## src/rtl/dram_ctl_pkg.sv

```systemverilog
// ----------------------------------------------------------------------------
// dram_ctl_pkg: shared state encoding, defaults and CAS lane decode.
// Rev 1.0
// ----------------------------------------------------------------------------
`default_nettype none

package dram_ctl_pkg;

  localparam int REFRESH_DIV_DEF  = 780;
  localparam int TRP_CYC_DEF      = 2;
  localparam int TRAS_REF_CYC_DEF = 4;

  localparam logic [3:0] CAS_NONE = 4'b1111;
  localparam logic [3:0] CAS_ALL  = 4'b0000;

  typedef enum logic [3:0] {
    ST_IDLE,
    ST_ROW,
    ST_COL,
    ST_CAS,
    ST_ACK,
    ST_HOLD,
    ST_PRE,
    ST_RCAS,
    ST_RRAS
  } state_t;

  // 68030 dynamic bus sizing onto a 32-bit port; nCAS[3] carries offset 0
  function automatic logic [3:0] write_lanes(input logic [1:0] siz, input logic [1:0] a);
    logic [3:0] lanes;
    lanes = CAS_NONE;
    case ({siz, a})
      4'b01_00: lanes = 4'b0111;
      4'b01_01: lanes = 4'b1011;
      4'b01_10: lanes = 4'b1101;
      4'b01_11: lanes = 4'b1110;
      4'b10_00: lanes = 4'b0011;
      4'b10_01: lanes = 4'b1001;
      4'b10_10: lanes = 4'b1100;
      4'b10_11: lanes = 4'b1110;
      4'b11_00: lanes = 4'b0001;
      4'b11_01: lanes = 4'b1000;
      4'b11_10: lanes = 4'b1100;
      4'b11_11: lanes = 4'b1110;
      4'b00_00: lanes = 4'b0000;
      4'b00_01: lanes = 4'b1000;
      4'b00_10: lanes = 4'b1100;
      4'b00_11: lanes = 4'b1110;
      default:  lanes = CAS_NONE;
    endcase
    return lanes;
  endfunction

endpackage

`default_nettype wire

```

## src/rtl/dram_refresh_timer.sv

```systemverilog
// ----------------------------------------------------------------------------
// dram_refresh_timer: free-running refresh divider with a sticky request flag.
// Rev 1.0
// ----------------------------------------------------------------------------
`default_nettype none

module dram_refresh_timer
  import dram_ctl_pkg::*;
#(
  parameter int REFRESH_DIV = REFRESH_DIV_DEF
) (
  input  logic DRAM_CLK,
  input  logic nRST,
  input  logic clr,
  output logic pending
);

  localparam int CW = $clog2(REFRESH_DIV);

  logic [CW-1:0] cnt_q, cnt_d;
  logic          pend_q, pend_d;
  logic          tick;

  // A tick that lands while a request is already pending is simply absorbed
  always_comb begin
    tick   = (cnt_q == '0);
    cnt_d  = tick ? CW'(REFRESH_DIV - 1) : cnt_q - CW'(1);
    pend_d = pend_q;
    if (tick) pend_d = 1'b1;
    if (clr)  pend_d = 1'b0;
  end

  always_ff @(posedge DRAM_CLK or negedge nRST) begin
    if (!nRST) begin
      cnt_q  <= CW'(REFRESH_DIV - 1);
      pend_q <= 1'b0;
    end else begin
      cnt_q  <= cnt_d;
      pend_q <= pend_d;
    end
  end

  assign pending = pend_q;

endmodule

`default_nettype wire

```

## src/rtl/dram_ctl.sv

```systemverilog
// ----------------------------------------------------------------------------
// dram_ctl: FPM/EDO DRAM controller for one 32-bit SIMM bank with CBR refresh.
// Rev 1.0
// ----------------------------------------------------------------------------
`default_nettype none

module dram_ctl
  import dram_ctl_pkg::*;
#(
  parameter int REFRESH_DIV  = REFRESH_DIV_DEF,
  parameter int TRP_CYC      = TRP_CYC_DEF,
  parameter int TRAS_REF_CYC = TRAS_REF_CYC_DEF
) (
  input  logic        DRAM_CLK,
  input  logic        nRST,
  input  logic        nDRAMSEL,
  input  logic        nAS,
  input  logic        nDS,
  input  logic        RnW,
  input  logic [1:0]  SIZ,
  input  logic [23:0] ADDR,
  output logic [10:0] MA,
  output logic        nRAS,
  output logic [3:0]  nCAS,
  output logic        nWE,
  output logic [1:0]  DSACK,
  output logic        REF_BUSY
);

  localparam int SW = 4;

  state_t        state_q, state_d;
  logic [SW-1:0] cnt_q, cnt_d;
  logic [10:0]   ma_q, ma_d;
  logic          ras_n_q, ras_n_d;
  logic [3:0]    cas_n_q, cas_n_d;
  logic          we_n_q, we_n_d;
  logic [1:0]    dsack_q, dsack_d;
  logic          busy_q, busy_d;
  logic          as_n_q, as_n_d;
  logic          ds_n_q, ds_n_d;
  logic          sel_q, sel_d;
  logic          ref_pending, ref_clr, go_pre;

  dram_refresh_timer #(.REFRESH_DIV(REFRESH_DIV)) u_timer (
    .DRAM_CLK (DRAM_CLK),
    .nRST     (nRST),
    .clr      (ref_clr),
    .pending  (ref_pending)
  );

  always_comb begin
    as_n_d  = nAS;
    ds_n_d  = nDS;
    sel_d   = ~nAS & ~nDRAMSEL;
    state_d = state_q;
    cnt_d   = cnt_q;
    ma_d    = ma_q;
    ras_n_d = ras_n_q;
    cas_n_d = cas_n_q;
    we_n_d  = we_n_q;
    dsack_d = dsack_q;
    busy_d  = busy_q;
    ref_clr = 1'b0;
    go_pre  = 1'b0;

    case (state_q)
      ST_IDLE: begin
        if (ref_pending) begin
          state_d = ST_RCAS;
          ref_clr = 1'b1;
          cas_n_d = CAS_ALL;
          we_n_d  = 1'b1;
          busy_d  = 1'b1;
        end else if (sel_q) begin
          state_d = ST_ROW;
          ras_n_d = 1'b0;
          ma_d    = ADDR[23:13];
          we_n_d  = RnW;
        end
      end
      ST_ROW: begin
        if (as_n_q) go_pre = 1'b1;
        else begin
          state_d = ST_COL;
          ma_d    = ADDR[12:2];
        end
      end
      // Writes hold off CAS until data is valid (nDS low)
      ST_COL: begin
        if (as_n_q) go_pre = 1'b1;
        else if (we_n_q || !ds_n_q) begin
          state_d = ST_CAS;
          cas_n_d = we_n_q ? CAS_ALL : write_lanes(SIZ, ADDR[1:0]);
        end
      end
      ST_CAS: begin
        if (as_n_q) go_pre = 1'b1;
        else begin
          state_d = ST_ACK;
          dsack_d = 2'b11;
        end
      end
      ST_ACK, ST_HOLD: begin
        if (as_n_q) go_pre = 1'b1;
        else        state_d = ST_HOLD;
      end
      ST_PRE: begin
        if (cnt_q == '0) state_d = ST_IDLE;
        else             cnt_d   = cnt_q - SW'(1);
      end
      ST_RCAS: begin
        state_d = ST_RRAS;
        ras_n_d = 1'b0;
        cnt_d   = SW'(TRAS_REF_CYC - 1);
      end
      ST_RRAS: begin
        if (cnt_q == '0) go_pre = 1'b1;
        else             cnt_d  = cnt_q - SW'(1);
      end
      default: state_d = ST_IDLE;
    endcase

    if (go_pre) begin
      state_d = ST_PRE;
      cnt_d   = SW'(TRP_CYC - 1);
      ras_n_d = 1'b1;
      cas_n_d = CAS_NONE;
      we_n_d  = 1'b1;
      dsack_d = 2'b00;
      busy_d  = 1'b0;
    end
  end

  always_ff @(posedge DRAM_CLK or negedge nRST) begin
    if (!nRST) begin
      state_q <= ST_IDLE;
      cnt_q   <= '0;
      ma_q    <= '0;
      ras_n_q <= 1'b1;
      cas_n_q <= CAS_NONE;
      we_n_q  <= 1'b1;
      dsack_q <= 2'b00;
      busy_q  <= 1'b0;
      as_n_q  <= 1'b1;
      ds_n_q  <= 1'b1;
      sel_q   <= 1'b0;
    end else begin
      state_q <= state_d;
      cnt_q   <= cnt_d;
      ma_q    <= ma_d;
      ras_n_q <= ras_n_d;
      cas_n_q <= cas_n_d;
      we_n_q  <= we_n_d;
      dsack_q <= dsack_d;
      busy_q  <= busy_d;
      as_n_q  <= as_n_d;
      ds_n_q  <= ds_n_d;
      sel_q   <= sel_d;
    end
  end

  assign MA       = ma_q;
  assign nRAS     = ras_n_q;
  assign nCAS     = cas_n_q;
  assign nWE      = we_n_q;
  assign DSACK    = dsack_q;
  assign REF_BUSY = busy_q;

endmodule

`default_nettype wire

```

## config.mk

```make
export PLATFORM = sky130hd
export DESIGN_NAME = dram_ctl
export DESIGN_NICKNAME = d
export VERILOG_FILES = /design/src/rtl/dram_ctl_pkg.sv /design/src/rtl/dram_refresh_timer.sv /design/src/rtl/dram_ctl.sv
export SDC_FILE = /design/constraint.sdc
export NUM_CORES = 1
export LEC_CHECK = 0
export CORE_UTILIZATION = 29
export CTS_BUF_LIST = sky130_fd_sc_hd__clkbuf_16
export DETAILED_ROUTE_END_ITERATION = 8
export HOLD_SLACK_MARGIN = 0.06
export PLACE_DENSITY = 0.64
export SLEW_MARGIN = 20
export SYNTH_ARGS = -nofsm -noshare
export SYNTH_HDL_FRONTEND = slang
export SYNTH_SLANG_ARGS = --single-unit
export TNS_END_PERCENT = 30
```

## constraint.sdc

```tcl
create_clock -name DRAM_CLK -period 1.8 [get_ports DRAM_CLK]
set_input_delay 0.45 -clock DRAM_CLK [delete_from_list [all_inputs] [get_ports DRAM_CLK]]
set_output_delay 0.45 -clock DRAM_CLK [all_outputs]
set_load 0.01 [all_outputs]
```

==> flow_summary.toml, run 1 <==
[drt]
antenna_left = 0
drc = 0
dr.first_iter.drc_count = 72
drt-pass1-iter-count = 4
avgViaCountPerCell = 4.71
totalWireLength_um = 5260
vias = 1918
avgRoutedWirePerCell_um = 12.9

[yosys]
synthAdderAreaFrac = 0.0428
synth_cell_types = 56
synth.cell_area_sq_um = 2340
synthSimpleGateAreaFrac = 0.179
ys_seq_elements = 41
yosys-mux-area-fraction = 0.136
synth_top_family_by_area = "simple AND/OR/NAND/NOR gates"
ys.flop_type = "dfrtp_1"
synth-edff-count = 0
syn_area_per_cell_sq_um = 11.0
yosysWarnings = 0
synth-xor-area-share = 0.0262
synth_seq_area_share = 0.446
async_flop_share = 1.00
synth_nets = 253
synth-compound-area-share = 0.125
synth_area_leaders = "dfrtp_1 (30%), dfstp_2 (15%), mux2_2 (6.7%)"
synth_top_area_frac = 0.300
synth_cells = 213
yosys.area.top_type = "dfrtp_1"

[grt]
globalRouteOverflowTotal = 0
grt_start_max_net_pins = 42
antenna_found_initial = 0
first_global_vias = 1921
grt_usage = 0.135
grt_pass1_wl_um = 9010

[worst_setup_path]
cp_data_arrival_time_ns = 2.13
cp_cell_sequence = "inv_2 > ha_4 > or3b_4 > or4_4 > nor4_4 > buf_6 > nand3b_1"
path_delay_family = "simple AND/OR/NAND/NOR gates"
cp-start-kind = "flop"
crit_type = "reg2reg"
slowest_delay_ns = 0.46
critPathBufInv = 2
cp_slowest_cell = "or4_4"
worstPathMaxFanout = 8
cp.required_ns = 2.02
endpoint_kind = "flop"

[clocking]
insertion_delay_ns = 0.28
clk_path_buf_depth = 2
cts_sinks = 41
cts_tree = "done"
ctsHtreeMaxLevel = 2
cts_buffers = 5
cts_root_buf = "clkbuf_16"
clk_pin_slew_ns = 0.06

[place]
gp_congestion = 0.788
place_ws_ns = -0.0972
place_hpwl_um = 3820
postPlaceCellArea_sq_um = 3230
port-buffer-count = 51

[finish]
layout_common_cells = "clkdlybuf4s50_1 (44), buf_4 (36), dfrtp_1 (27)"
final_common_cell = "clkdlybuf4s50_1"
final_cell_area_sq_um = 3530
area_growth_pct = 51.0
fillers = 753
drive_above_1_share = 0.380
fin_nets = 344
n_antenna_cell = 0

[run_status]
violations = "negative setup slack"
status = "finished with violations"

[pwr]
p_total_mw = 4.87
p_leak_nw = 1.51
peakVddDrop_v = 0.000677
p_per_area_nw_per_um2 = 1380

[timing]
slew_headroom = 0.658
slew_viol_final = 0
max_freq_mhz = 524
finalWorstSetupSlack_ns = -0.109
whs_ns = 0.219
setup_violations = 21
period_minus_slack_ns = 1.91
worstMarginPinSlew_ns = 0.513
timing.final.hold_violations = 0
fin_worst_skew_ns = 0.00600
fin_crit_sh = 1.06
setup_tns_ns = -1.46
rsz0062_at_grt = "yes"

[floorplan]
die_x_um = 91.8
num_rows = 32
die-area_sq_um = 8420
initial_core_util = 0.301
core-area_sq_um = 7770
num_io_pins = 52
die_h_um = 91.8

[flow_run]
max-cap-violations = 0

[min_path]
hold_class = "in2async"
==> layer usage <==
metal / part of all wire / track usage / wire [um] / vias to the layer above
met5: 0 / 0 / 0 / -
li1: - / - / - / 951
met3: 0.020 / 0.0249 / 105 / 6
met1: 0.46 / 0.170 / 2420 / 938
met2: 0.50 / 0.227 / 2640 / 23
met4: 0.018 / 0.0547 / 93 / 0
==> kinds of logic (layout without fill, tap and decap cells) <==
kind of cell               count (synthesis)  after routing
xor gates and xnor gates                   7              7
AOI/OAI and AO/OA                         41             41
and+or+nand+nor                           69             69
buffers and inverters                     22            114
muxes                                     25             25
adders and majority gates                  8              8
DFF                                       41             41
==> power breakdown <==
part           leakage (nW)  internal (mW)  switching (mW)  total, mW
clock                0.0693          0.509           0.356      0.864
combinational         0.969           1.51            1.03       2.54
sequential            0.471           1.25           0.215       1.46
total                  1.51           3.27            1.60       4.87
==> synthesized netlist by cell type, types with 2 or more instances <==
library cell and instances:
xnor2_1 5, or3_1 4, buf_4 3, inv_1 11
a2111o_1 2, nor3_1 6, nand2_1 7, o22ai_1 3
nand3_1 4, o21ai_0 8, o21a_1 2, nor3b_1 3
xor2_1 2, o211ai_1 3, a21oi_1 6, nor4_1 3
and3_1 2, o31ai_1 2, and2_1 2, nand2b_1 4
dfrtp_1 28, nor2b_1 5, a31oi_1 3, or4_4 2
nor2_1 15, mux2_4 10, nand3b_1 2, dfstp_2 13
mux2_2 14, clkbuf_1 6, ha_1 8
==> sequential cells by signal (all words and copies together) (netlist names) <==
register,flops
DSACK,1
MA,11
REF_BUSY,1
as_n_q,1
cnt_q,4
ds_n_q,1
nCAS,4
nRAS,1
nWE,1
sel_q,1
state_q,4
u_timer.cnt_q,10
u_timer.pending,1
==> cell type report <==
cell class / instances / area (sq um) / area share
clock buffer: 5 / 125 / 0.0355
clock inverter: 3 / 16.3 / 0.00461
inverter: 11 / 41.3 / 0.0117
multi-input combinational: 150 / 1310 / 0.370
sequential: 41 / 1040 / 0.296
tap: 102 / 128 / 0.0362
timing repair buffer: 95 / 868 / 0.246
==> worst reg2reg max path, stage by stage (launching register included) <==
cell      delay (ns)
dfstp_2         0.37
inv_2           0.06
ha_4            0.13
or3b_4          0.37
or4_4           0.46
nor4_4          0.17
buf_6           0.18
nand3b_1        0.11
==> timing repair <==
item                       CTS  global route
setup endpoints to repair   31            34
pin swaps                    3             5
hold buffers                 0             0
resized for setup           17            24
setup buffers                3             1
gates cloned                 1             0
==> stage by stage <==
stage | utilization | instances
after floorplan | - | 213
after global placement | 0.416 | 394
after detailed placement | 0.416 | 394
after CTS | 0.443 | 406
after global routing | 0.454 | 407
final | 0.454 | 407
==> worst paths after layout <==
| path | cells after the start | startpoint | end | slack, ns |
|---|---|---|---|---|
| worst max register to register | 7 | u_timer.cnt_q[0] | u_timer.cnt_q[3] | -0.11 |
| min in group DRAM_CLK | 1 | MA[7] | MA[7] | 0.51 |
| worst min register to register | 1 | MA[7] | MA[7] | 0.51 |
| max in group asynchronous | 2 | nRST | u_timer.cnt_q[8] | 1.19 |
| worst max-delay path | 7 | u_timer.cnt_q[0] | u_timer.cnt_q[3] | -0.11 |
| worst min-delay path | 2 | nRST | cnt_q[1] | 0.22 |
Note: power is estimated with default switching activity, not from simulation.
==> inputs of run 2 (changes only) <==
--- a/config.mk
+++ b/config.mk
@@ -5,6 +5,7 @@
 export SDC_FILE = /design/constraint.sdc
 export NUM_CORES = 1
 export LEC_CHECK = 0
+export ABC_AREA = 0
 export CORE_UTILIZATION = 29
 export CTS_BUF_LIST = sky130_fd_sc_hd__clkbuf_16
 export DETAILED_ROUTE_END_ITERATION = 8
==> results of run 2 <==
The final DEF is identical to that of run 1; final timing and power are the same.
